### src/rtl/md_issue_ctrl.sv
// rtl/md_issue_ctrl.sv - mult/div issue, occupancy tracking and D-stage HI/LO hazard stall
module md_issue_ctrl #(
    parameter int unsigned MUL_CYCLES = 5,
    parameter int unsigned DIV_CYCLES = 10
) (
    input  logic        clk,
    input  logic        reset,
    input  logic [31:0] id_instr,
    input  logic [31:0] ex_instr,
    input  logic        ex_valid,
    input  logic        md_busy_in,
    output logic        md_start,
    output logic [1:0]  md_op,
    output logic        busy_o,
    output logic        stall_d,
    output logic        proto_err,
    output logic [31:0] stall_cnt
);

    typedef enum logic [1:0] {
        ST_IDLE = 2'd0,
        ST_MUL  = 2'd1,
        ST_DIV  = 2'd2
    } md_state_e;

    localparam logic [5:0] OPC_SPECIAL = 6'b000000;
    localparam logic [3:0] MUL_LOAD    = 4'(MUL_CYCLES);
    localparam logic [3:0] DIV_LOAD    = 4'(DIV_CYCLES);

    md_state_e   state_q, state_d;
    logic [3:0]  cnt_q, cnt_d;
    logic        proto_err_q, proto_err_d;
    logic [31:0] stall_cnt_q, stall_cnt_d;
    // High during the first busy cycle, where the unit's own busy flag may still lag.
    logic        first_q, first_d;

    logic ex_is_start;
    logic id_is_md;
    logic id_is_start;
    logic issue_while_busy;
    logic busy_mismatch;

    // Bits of the instruction words that the decoder does not look at.
    logic unused_instr_bits;
    assign unused_instr_bits = ^{id_instr[25:6], ex_instr[25:6]};

    // mult/multu/div/divu: SPECIAL with funct 0110xx.
    function automatic logic dec_start(input logic [31:0] instr);
        return (instr[31:26] == OPC_SPECIAL) && (instr[5:2] == 4'b0110);
    endfunction

    // mfhi/mthi/mflo/mtlo: SPECIAL with funct 0100xx.
    function automatic logic dec_hilo(input logic [31:0] instr);
        return (instr[31:26] == OPC_SPECIAL) && (instr[5:2] == 4'b0100);
    endfunction

    assign ex_is_start = dec_start(ex_instr);
    assign id_is_start = dec_start(id_instr);
    assign id_is_md    = id_is_start | dec_hilo(id_instr);

    // Next-state, issue and hazard decisions; every output defaulted first.
    always_comb begin
        state_d          = state_q;
        cnt_d            = cnt_q;
        first_d          = 1'b0;
        md_start         = 1'b0;
        md_op            = ex_instr[1:0];
        busy_o           = 1'b0;
        stall_d          = 1'b0;
        issue_while_busy = 1'b0;
        busy_mismatch    = 1'b0;
        proto_err_d      = proto_err_q;
        stall_cnt_d      = stall_cnt_q;

        if (!reset) begin
            busy_o   = (state_q != ST_IDLE);
            md_start = ex_valid && ex_is_start && (state_q == ST_IDLE);
            stall_d  = id_is_md && (md_start || busy_o);

            // An E-stage start while occupied is dropped and flagged.
            issue_while_busy = ex_valid && ex_is_start && (state_q != ST_IDLE);
            // Unit busy must track ours once past the first busy cycle.
            busy_mismatch    = busy_o && !first_q && (busy_o != md_busy_in);

            if (issue_while_busy || busy_mismatch) begin
                proto_err_d = 1'b1;
            end

            if (stall_d) begin
                stall_cnt_d = stall_cnt_q + 32'd1;
            end

            if (md_start) begin
                first_d = 1'b1;
                if (ex_instr[1]) begin
                    state_d = ST_DIV;
                    cnt_d   = DIV_LOAD;
                end else begin
                    state_d = ST_MUL;
                    cnt_d   = MUL_LOAD;
                end
            end else if (state_q != ST_IDLE) begin
                if (cnt_q == 4'd1) begin
                    state_d = ST_IDLE;
                    cnt_d   = 4'd0;
                end else begin
                    cnt_d = cnt_q - 4'd1;
                end
            end
        end
    end

    // State, occupancy counter, sticky error and stall counter registers.
    always_ff @(posedge clk) begin
        if (reset) begin
            state_q     <= ST_IDLE;
            cnt_q       <= 4'd0;
            first_q     <= 1'b0;
            proto_err_q <= 1'b0;
            stall_cnt_q <= 32'd0;
        end else begin
            state_q     <= state_d;
            cnt_q       <= cnt_d;
            first_q     <= first_d;
            proto_err_q <= proto_err_d;
            stall_cnt_q <= stall_cnt_d;
        end
    end

    assign proto_err = proto_err_q;
    assign stall_cnt = stall_cnt_q;

endmodule

### config.mk
export PLATFORM = sky130hd
export DESIGN_NAME = md_issue_ctrl
export DESIGN_NICKNAME = d
export VERILOG_FILES = /design/src/rtl/md_issue_ctrl.sv
export SDC_FILE = /design/constraint.sdc
export NUM_CORES = 1
export LEC_CHECK = 0
export ABC_AREA = 1
export BUFFER_PORTS_ARGS = -buffer_cell sky130_fd_sc_hd__buf_2
export CORE_UTILIZATION = 50
export CTS_BUF_LIST = sky130_fd_sc_hd__clkbuf_8
export DETAILED_ROUTE_END_ITERATION = 7
export GPL_ROUTABILITY_DRIVEN = 0
export PLACE_DENSITY_LB_ADDON = 0.08
export SLEW_MARGIN = 20
export SYNTH_ARGS = -nofsm -noshare
export SYNTH_HDL_FRONTEND = slang
export SYNTH_SLANG_ARGS = --single-unit
### constraint.sdc
create_clock -name clk -period 1.86 [get_ports clk]
set_input_delay 0.279 -clock clk [delete_from_list [all_inputs] [get_ports clk]]
set_output_delay 0.279 -clock clk [all_outputs]
set_load 0.1 [all_outputs]
==> results.tsv, run 1 <==
metric	value	unit
status	complete, no violations	
dr.pass1.iters	4	
critical_path_class	reg -> out	
finalSetupViolCount	0	
hold_violations	0	
cp.required	1580	ps
portBuffers	61	
fin_crit_sh	92.4	%
slew_violations	0	
cp.arrival	1440	ps
cp-start-kind	flop	
ctsHoldBuffers	0	
p_leak	1.34	nW
die_area	5490	sq um
post-cts-setup-buffers	0	
ys_seq_area_share	30.8	%
drc_errors	0	
dp_cells	546	
std_cell_rows	25	
avgViaCountPerCell	4.89	
synth_flop_cell	dfxtp_1	
yosysTopAreaCellShare	30.8	%
fin_nets	557	
synth_area	2600	sq um
syn_nets	491	
clk_latency	300	ps
tightestPinTransition	492	ps
cts_resized	0	
cp_max_fo	4	
clock_skew	9.64	ps
cts_buffer_depth	2	
antenna_found_initial	0	
ios	106	
slew_headroom	67.5	%
grt_pass1_vias	2418	
min_period	1720	ps
fin_cells	554	
syn_to_final_growth	22.2	%
reg2reg_setup_slack	180	ps
clock.fmax	0.582	GHz
critical_path.max_stage_delay	440	ps
synth_cell_types	31	
clock_sinks	40	
path_clk_slew	70	ps
cap_violations	0	
rsz0062_at_grt	false	
diodes	0	
gr-usage-all-layers	25.0	%
synth_area_leaders	dfxtp_1 (31%), nand2_1 (21%), nor2_1 (11%)	
syn_area_per_cell	6.19	sq um
syn_inst	420	
finalWirelength	6200	microns
crit_chain	nor2_2 -> buf_4 -> nor2_1 -> buf_2	
hold_ws	327	ps
drtAntennaViolNets	0	
cts_inserted_buffers	5	
wire_per_inst	11.2	microns
yosysTopAreaCell	dfxtp_1	
yosys_warnings	0	
initial_utilization	53.6	%
clockRootBuffer	clkbuf_8	
drt_iter0_markers	169	
fill_cells	451	
final_core_util	65.5	%
vias	2709	
mostFrequentLayoutCells	nand2_1 (145), nor2_1 (72), buf_2 (59)	
async_flop_share	0	%
power.density	515	nW/um^2
drive_above_1_share	28.5	%
dp.final_hpwl	4910	microns
die_x	74.1	microns
grt_max_degree	24	
core_area	4850	sq um
mostFrequentLayoutCell	nand2_1	
grt_overflow	0	
ys_ff_latch	40	
hold_path.class	in -> reg	
max-vdd-ir-drop	0.000272	V
htreeDepth	2	
die_h	74.1	microns
cts_tree	built	
synth-edff-count	0	
grt_pass1_wl	10600	microns
cp-end-kind	output pin	
slowest_stage	buf_2	
## worst paths after layout
check / from / to / depth (start not counted)
min: ex_instr[1] / state_q[0] / 4
max reg2reg: stall_cnt[1] / stall_cnt[18] / 10
min reg2reg: state_q[0] / state_q[0] / 2
max: state_q[1] / busy_o / 4
## logic make-up (layout without fill, tap and decap cells)
kind of cell    after synthesis  count (layout)  share of synthesized area (%)
simple gates                273             273                           44.3
buf+inv                      49             116                           8.28
flops                        40              40                           30.8
compound gates               38              38                           9.39
xor+xnor                     17              17                           5.73
fa+ha+maj                     3               3                           1.44
## where the power goes
group	leakage [nW]	total, W	internal [W]	switching (W)
sequential	0.336	0.000852	0.000852	0.0000000749
clock	0.0541	0.000709	0.000397	0.000312
combinational	0.947	0.0000762	0.0000294	0.0000468
total	1.34	0.00164	0.00128	0.000359
## per-layer routing
layer  wire, microns  track usage (%)  vias up  share of wire (%)
met5               0                0        -                  0
met4             170             12.2        0                2.7
met3             272             4.47       15                4.4
met2            2840             41.7       70                 46
met1            2920             31.0     1183                 47
li1                -                -     1441                  -
## critical path, delay by kind of cell, from the launching register on
kind | cells | cell delay (ps)
buffers and inverters | 2 | 590
and+or+nand+nor | 2 | 200
DFF | 1 | 350
## Yosys cell counts, drive strengths merged, types with 3 or more instances
cell      n
xor2     11
dfxtp    40
ha        3
inv      38
o211ai    4
nand3    21
nand2   159
nand4     4
nor2     81
buf       9
a21oi    29
xnor2     6
nor3      4
o21ai     3
## per-stage QoR
| step | setup TNS, ps | setup WS [ps] | instance area, sq um | total power [W] |
|---|---|---|---|---|
| 6_report | 0 | 141 | 3180 | 0.00164 |
| 5_1_grt | 0 | 3.14 | 3180 | 0.00170 |
| 4_1_cts | 0 | 131 | 3180 | 0.00166 |
| 3_5_place_dp | 0 | 198 | 3070 | 0.000949 |
| 3_3_place_gp | 0 | 222 | 3070 | 0.000948 |
| 2_1_floorplan | -456 | -192 | 2650 | 0.000925 |
## state kept, by name (all words and copies together), names as in the netlist
register,cells
proto_err,1
cnt_q,4
stall_cnt,32
state_q,2
first_q,1
## layout make-up
class | count | area, sq um | area share (%)
Timing Repair Buffer | 69 | 395 | 12.4
Sequential cell | 40 | 838 | 26.4
Tap cell | 67 | 83.8 | 2.64
Inverter | 39 | 151 | 4.77
Multi-Input combinational cell | 331 | 1600 | 50.3
Clock buffer | 5 | 68.8 | 2.17
Clock inverter | 3 | 42.5 | 1.34
Note: power is estimated with default switching activity, not from simulation.
==> run 2: changes to the inputs <==
--- a/config.mk
+++ b/config.mk
@@ -5,13 +5,12 @@
 export SDC_FILE = /design/constraint.sdc
 export NUM_CORES = 1
 export LEC_CHECK = 0
-export ABC_AREA = 1
 export BUFFER_PORTS_ARGS = -buffer_cell sky130_fd_sc_hd__buf_2
-export CORE_UTILIZATION = 50
+export CORE_UTILIZATION = 47
 export CTS_BUF_LIST = sky130_fd_sc_hd__clkbuf_8
 export DETAILED_ROUTE_END_ITERATION = 7
 export GPL_ROUTABILITY_DRIVEN = 0
-export PLACE_DENSITY_LB_ADDON = 0.08
+export PLACE_DENSITY = 0.93
 export SLEW_MARGIN = 20
 export SYNTH_ARGS = -nofsm -noshare
 export SYNTH_HDL_FRONTEND = slang
==> run 2 against run 1 <==
Sequential power fell by 2.3%. Core utilization up 11 points. The flow now finishes with violations (setup timing). Sequential share of layout area grew 1.7 points. Register-to-register slack worse by 170 ps. Synthesized area decreased by 20%. Highest routed layer unchanged.
==> results.tsv, run 2 <==
metric	value	unit	change
die_x	68.6	microns	was 74.1 microns
clk_latency	300	ps	about the same
cp.arrival	2150	ps	was 1440 ps
core_area	4120	sq um	was 4850 sq um
wire_per_inst	18.5	microns	was 11.2 microns
finalSetupViolCount	4		was 0
synth_area	2080	sq um	was 2600 sq um
critical_path_class	in -> reg		was reg -> out
slew_violations	0		unchanged
cts_buffer_depth	2		unchanged
clock.fmax	0.521	GHz	was 0.582 GHz
largest_reg_flops	32		unchanged
ys_seq_area_share	38.5	%	was 30.8%
dp_cells	360		was 546
hold_violations	0		unchanged
cp_max_fo	6		was 4
diodes	0		unchanged
max-vdd-ir-drop	0.000424	V	was 0.000272 V
portBuffers	60		was 61
synthTopCellsByCount	dfxtp_1 (40), nor2_1 (36), xnor2_1 (23)		was nand2_1 (145), nor2_1 (73), dfxtp_1 (40)
fill_cells	266		was 451
drt_iter0_markers	217		was 169
dp.final_hpwl	3890	microns	was 4910 microns
power.density	612	nW/um^2	was 515 nW/um^2
grt_max_degree	19		was 24
async_flop_share	0	%	unchanged
yosysTopAreaCellShare	38.5	%	was 30.8%
path_clk_slew	80	ps	was 70 ps
fin_area	3130	sq um	was 3180 sq um
total_power	0.00192	W	was 0.00164 W
clock_skew	11.3	ps	was 9.64 ps
gr-usage-all-layers	27.7	%	was 25.0%
dr.pass1.iters	4		unchanged
cp-start-kind	primary input		was flop
synth_flop_cell	dfxtp_1		unchanged
synth-edff-count	0		unchanged
fin_nets	403		was 557
drive_above_1_share	49.8	%	was 28.5%
antenna_found_initial	0		unchanged
ys_ff_latch	40		unchanged
yosys_warnings	0		unchanged
grt_overflow	0		unchanged
setup_slack	-60.5	ps	was 141 ps
ctsHoldBuffers	0		unchanged
cts_inserted_buffers	5		unchanged
grt_pass1_wl	9580	microns	was 10600 microns
cp-end-kind	flop		was output pin
status	complete, but fails checks		was complete, no violations
syn_nets	314		was 491
initial_utilization	50.6	%	was 53.6%
die_area	4700	sq um	was 5490 sq um
cts_tree	built		unchanged
mostFrequentLayoutCell	buf_2		was nand2_1
synth_cell_types	42		was 31
drc_errors	0		unchanged
dpl-instance-area	2680	sq um	was 3070 sq um
finalWirelength	7100	microns	was 6200 microns
grt_pass1_vias	2133		was 2418
rsz0062_at_grt	true		was false
synth_most_common_cell	dfxtp_1		was nand2_1
fin_setup_tns	-114	ps	was 0 ps
die_h	68.6	microns	was 74.1 microns
slew_headroom	65.7	%	was 67.5%
syn_to_final_growth	50.4	%	was 22.2%
fin_cells	383		was 554
clockRootBuffer	clkbuf_8		unchanged
ios	106		unchanged
cp.required	2090	ps	was 1580 ps
cap_violations	0		unchanged
drtAntennaViolNets	0		unchanged
yosysTopAreaCell	dfxtp_1		unchanged
htreeDepth	2		unchanged
p_leak	1.26	nW	was 1.34 nW
avgViaCountPerCell	6.17		was 4.89
syn_inst	243		was 420
clock_sinks	40		unchanged
mostFrequentLayoutCells	buf_2 (54), nor2_1 (35), buf_4 (30)		was nand2_1 (145), nor2_1 (72), buf_2 (59)
synth_area_leaders	dfxtp_1 (38%), xnor2_1 (9.7%), nor2_1 (6.5%)		was dfxtp_1 (31%), nand2_1 (21%), nor2_1 (11%)
std_cell_rows	23		was 25
tightestPinTransition	518	ps	was 492 ps
vias	2365		was 2709
syn_area_per_cell	8.57	sq um	was 6.19 sq um
min_period	1920	ps	was 1720 ps
fin_crit_sh	103	%	was 92.4%
hold_path.class	in -> reg		unchanged
violations	setup timing		
-- run 2: worst paths after layout --
check	from	endpoint	slack, ps	depth (start not counted)
setup reg to reg	stall_cnt[0]	stall_cnt[26]	10	7
setup / recovery	ex_instr[31]	stall_cnt[25]	-60	7
hold reg to reg	stall_cnt[27]	stall_cnt[27]	520	2
hold / removal	ex_instr[1]	state_q[1]	330	3
-- run 2: area by class of cell --
class	instances	area [sq um]	area share [%]
Inverter	5	18.8	0.600
Timing Repair Buffer	95	649	20.7
Clock buffer	5	68.8	2.20
Sequential cell	40	880	28.1
Clock inverter	3	90.1	2.88
Multi-Input combinational cell	185	1360	43.5
Tap cell	50	62.6	2.00
-- run 2: timing repair --
| action | 4_1_cts | 5_1_grt |
|---|---|---|
| resized for setup | 18 | 21 |
| buffers inserted | 4 | 11 |
| setup endpoints to repair | 5 | 14 |
| pin swaps | 9 | 13 |
-- run 2: critical path, cell delays in order --
cell	delay [ps]
buf_6	100
nor4_4	340
a41oi_4	190
buf_6	160
or4_4	560
or3_4	390
a21oi_2	140
-- run 2: through the flow --
stage	utilization (%)	hold slack, ps	setup WS (ps)
finish	76.1	331	-60.5
global route	76.1	348	-116
CTS	71.7	330	-66.6
detailed placement	65.0	464	-243
global placement	65.0	447	-189
floorplan	-	440	-293
-- run 2: metal layers --
metal | global-route usage, % | vias to the layer above | share of wire (%)
met5 | 0 | - | 0
met4 | 14.6 | 0 | 3.7
met3 | 6.74 | 34 | 7.1
met2 | 50.1 | 155 | 52
met1 | 29.4 | 1121 | 37
li1 | - | 1055 | -
-- run 2: cells by family after synthesis --
| logic type | share of synthesized area, % |
|---|---|
| fa+ha+maj | 1.80 |
| buf+inv | 3.61 |
| flops | 38.5 |
| xor+xnor | 9.68 |
| simple gates | 35.9 |
| mux | 3.06 |
| compound gates | 7.51 |
-- run 2: power by group --
group	total [W]	internal (W)	switching [W]
clock	0.000994	0.000671	0.000323
combinational	0.0000910	0.0000378	0.0000532
sequential	0.000832	0.000832	0.000000111
total	0.00192	0.00154	0.000376
==> run 3: changes to the inputs <==
--- a/config.mk
+++ b/config.mk
@@ -7,7 +7,7 @@
 export LEC_CHECK = 0
 export BUFFER_PORTS_ARGS = -buffer_cell sky130_fd_sc_hd__buf_2
 export CORE_UTILIZATION = 47
-export CTS_BUF_LIST = sky130_fd_sc_hd__clkbuf_8
+export CTS_BUF_LIST = sky130_fd_sc_hd__clkbuf_2
 export DETAILED_ROUTE_END_ITERATION = 7
 export GPL_ROUTABILITY_DRIVEN = 0
 export PLACE_DENSITY = 0.93
==> run 3 against run 2 <==
Via count shrank 3.8%. Critical endpoint is now stall_d. Wire length shrank 14%. Core utilization shrank 1.9 points. The run still ends with setup timing left. Register-to-register slack lost 150 ps. Sequential share of layout area grew 0.73 points. Clock skew grew 12 ps. Final cell count grew 0.52%. Critical path depth shrank 1.
==> results.tsv, run 3 (synthesized netlist as in run 2, its figures left out) <==
metric	value	unit	change
grt_overflow	0		unchanged
multi_input_area	1340	sq um	was 1360 sq um
mostFrequentLayoutCell	buf_2		unchanged
met2_usage	46.3	%	was 50.1%
clock_skew	23.1	ps	was 11.3 ps
cts_inserted_buffers	5		unchanged
fin_nets	405		was 403
antenna_found_initial	0		unchanged
ios	106		unchanged
violations	setup timing		unchanged
hold_ws	166	ps	was 331 ps
cts_tree	built		unchanged
fin_setup_tns	-604	ps	was -114 ps
clockRootBuffer	clkbuf_2		was clkbuf_8
dp.final_hpwl	3890	microns	unchanged
setup_slack	-144	ps	was -60.5 ps
grt_pass1_vias	2048		was 2133
finalWirelength	6140	microns	was 7100 microns
register_area	880	sq um	unchanged
dpl-instance-area	2680	sq um	unchanged
clock.fmax	0.499	GHz	was 0.521 GHz
cp.arrival	1730	ps	was 2150 ps
finalSetupViolCount	6		was 4
fin_area	3050	sq um	was 3130 sq um
use_met3	5.43	%	was 6.74%
final_core_util	74.2	%	was 76.1%
rsz0062_at_grt	true		unchanged
drtAntennaViolNets	0		unchanged
die_x	68.6	microns	unchanged
gr-usage-all-layers	25.5	%	was 27.7%
grt_util_met1	26.7	%	was 29.4%
grt.busiest_layer	met2		unchanged
die_h	68.6	microns	unchanged
slew_headroom	67.0	%	was 65.7%
vias	2276		was 2365
fill_cells	283		was 266
htreeDepth	2		unchanged
slew_violations	0		unchanged
total_power	0.00173	W	was 0.00192 W
cp_max_fo	2		was 6
mostFrequentLayoutCells	buf_2 (58), nor2_1 (34), buf_4 (33)		was buf_2 (54), nor2_1 (35), buf_4 (30)
grt_max_degree	19		unchanged
cp-start-kind	flop		was primary input
drt_iter0_markers	183		was 217
grt_pass1_wl	8790	microns	was 9580 microns
clk_latency	440	ps	was 300 ps
cp-end-kind	output pin		was flop
fin_crit_sh	108	%	was 103%
max-vdd-ir-drop	0.000405	V	was 0.000424 V
hold_violations	0		unchanged
core_area	4120	sq um	unchanged
syn_to_final_growth	46.6	%	was 50.4%
ctsHoldBuffers	0		unchanged
critical_path_class	reg -> out		was in -> reg
cap_violations	0		unchanged
path_clk_slew	230	ps	was 80 ps
diodes	0		unchanged
portBuffers	60		unchanged
drc_errors	0		unchanged
std_cell_rows	23		unchanged
min_period	2000	ps	was 1920 ps
drive_above_1_share	48.7	%	was 49.8%
clock_sinks	40		unchanged
hold_path.class	in -> reg		unchanged
power.density	568	nW/um^2	was 612 nW/um^2
wire_per_inst	15.9	microns	was 18.5 microns
die_area	4700	sq um	unchanged
tightestPinTransition	499	ps	was 518 ps
cp.required	1580	ps	was 2090 ps
p_leak	1.27	nW	was 1.26 nW
avgViaCountPerCell	5.91		was 6.17
status	complete, but fails checks		unchanged
largest_reg_flops	32		unchanged
initial_utilization	50.6	%	unchanged
dr.pass1.iters	6		was 4
cts_buffer_depth	2		unchanged
[run 3: cell count changes in the layout (fill, tap and decap cells not counted), sizes merged]
cell	change
buf	+2
[run 3: per-layer routing]
metal  vias to the layer above  share of wire, %
met4                         0               4.0
met1                      1072                39
met2                       111                51
met3                        28               6.4
li1                       1065                 -
met5                         -                 0
[run 3: worst max-delay path, stage by stage (launching register included)]
cell	delay [ps]
dfxtp_2	380
or2_4	240
a41oi_4	210
buf_6	140
buf_12	90
nor3_4	30
buf_12	180
[run 3: layout make-up]
type / instances / share of cell area, %
multi-input cells: 185 / 43.9
inverters: 5 / 0.615
repair buffers: 97 / 20.8
clock buffers: 5 / 0.820
clock inverters: 3 / 2.95
flip-flops and latches: 40 / 28.8
well taps: 50 / 2.05
[run 3: worst paths after layout]
kind | start | end | slack (ps) | cells after the start
hold reg to reg | stall_cnt[27] | stall_cnt[27] | 510 | 2
setup / recovery | state_q[0] | stall_d | -140 | 6
setup reg to reg | state_q[0] | stall_cnt[25] | -140 | 7
hold / removal | md_busy_in | proto_err | 170 | 4
[run 3: timing repair]
action	4_1_cts	5_1_grt
buffers inserted	6	11
pin swaps	2	5
setup endpoints to repair	4	15
resized for setup	9	20
[run 3: stage by stage]
step	setup slack (ps)	cells
final	-144	385
after global routing	-218	385
after CTS	-123	374
after detailed placement	-243	360
after floorplan	-293	243
after global placement	-189	360
[run 3: report_power, final]
part	switching (W)	internal, W
clock	0.000322	0.000496
sequential	0.000000118	0.000835
combinational	0.0000505	0.0000319
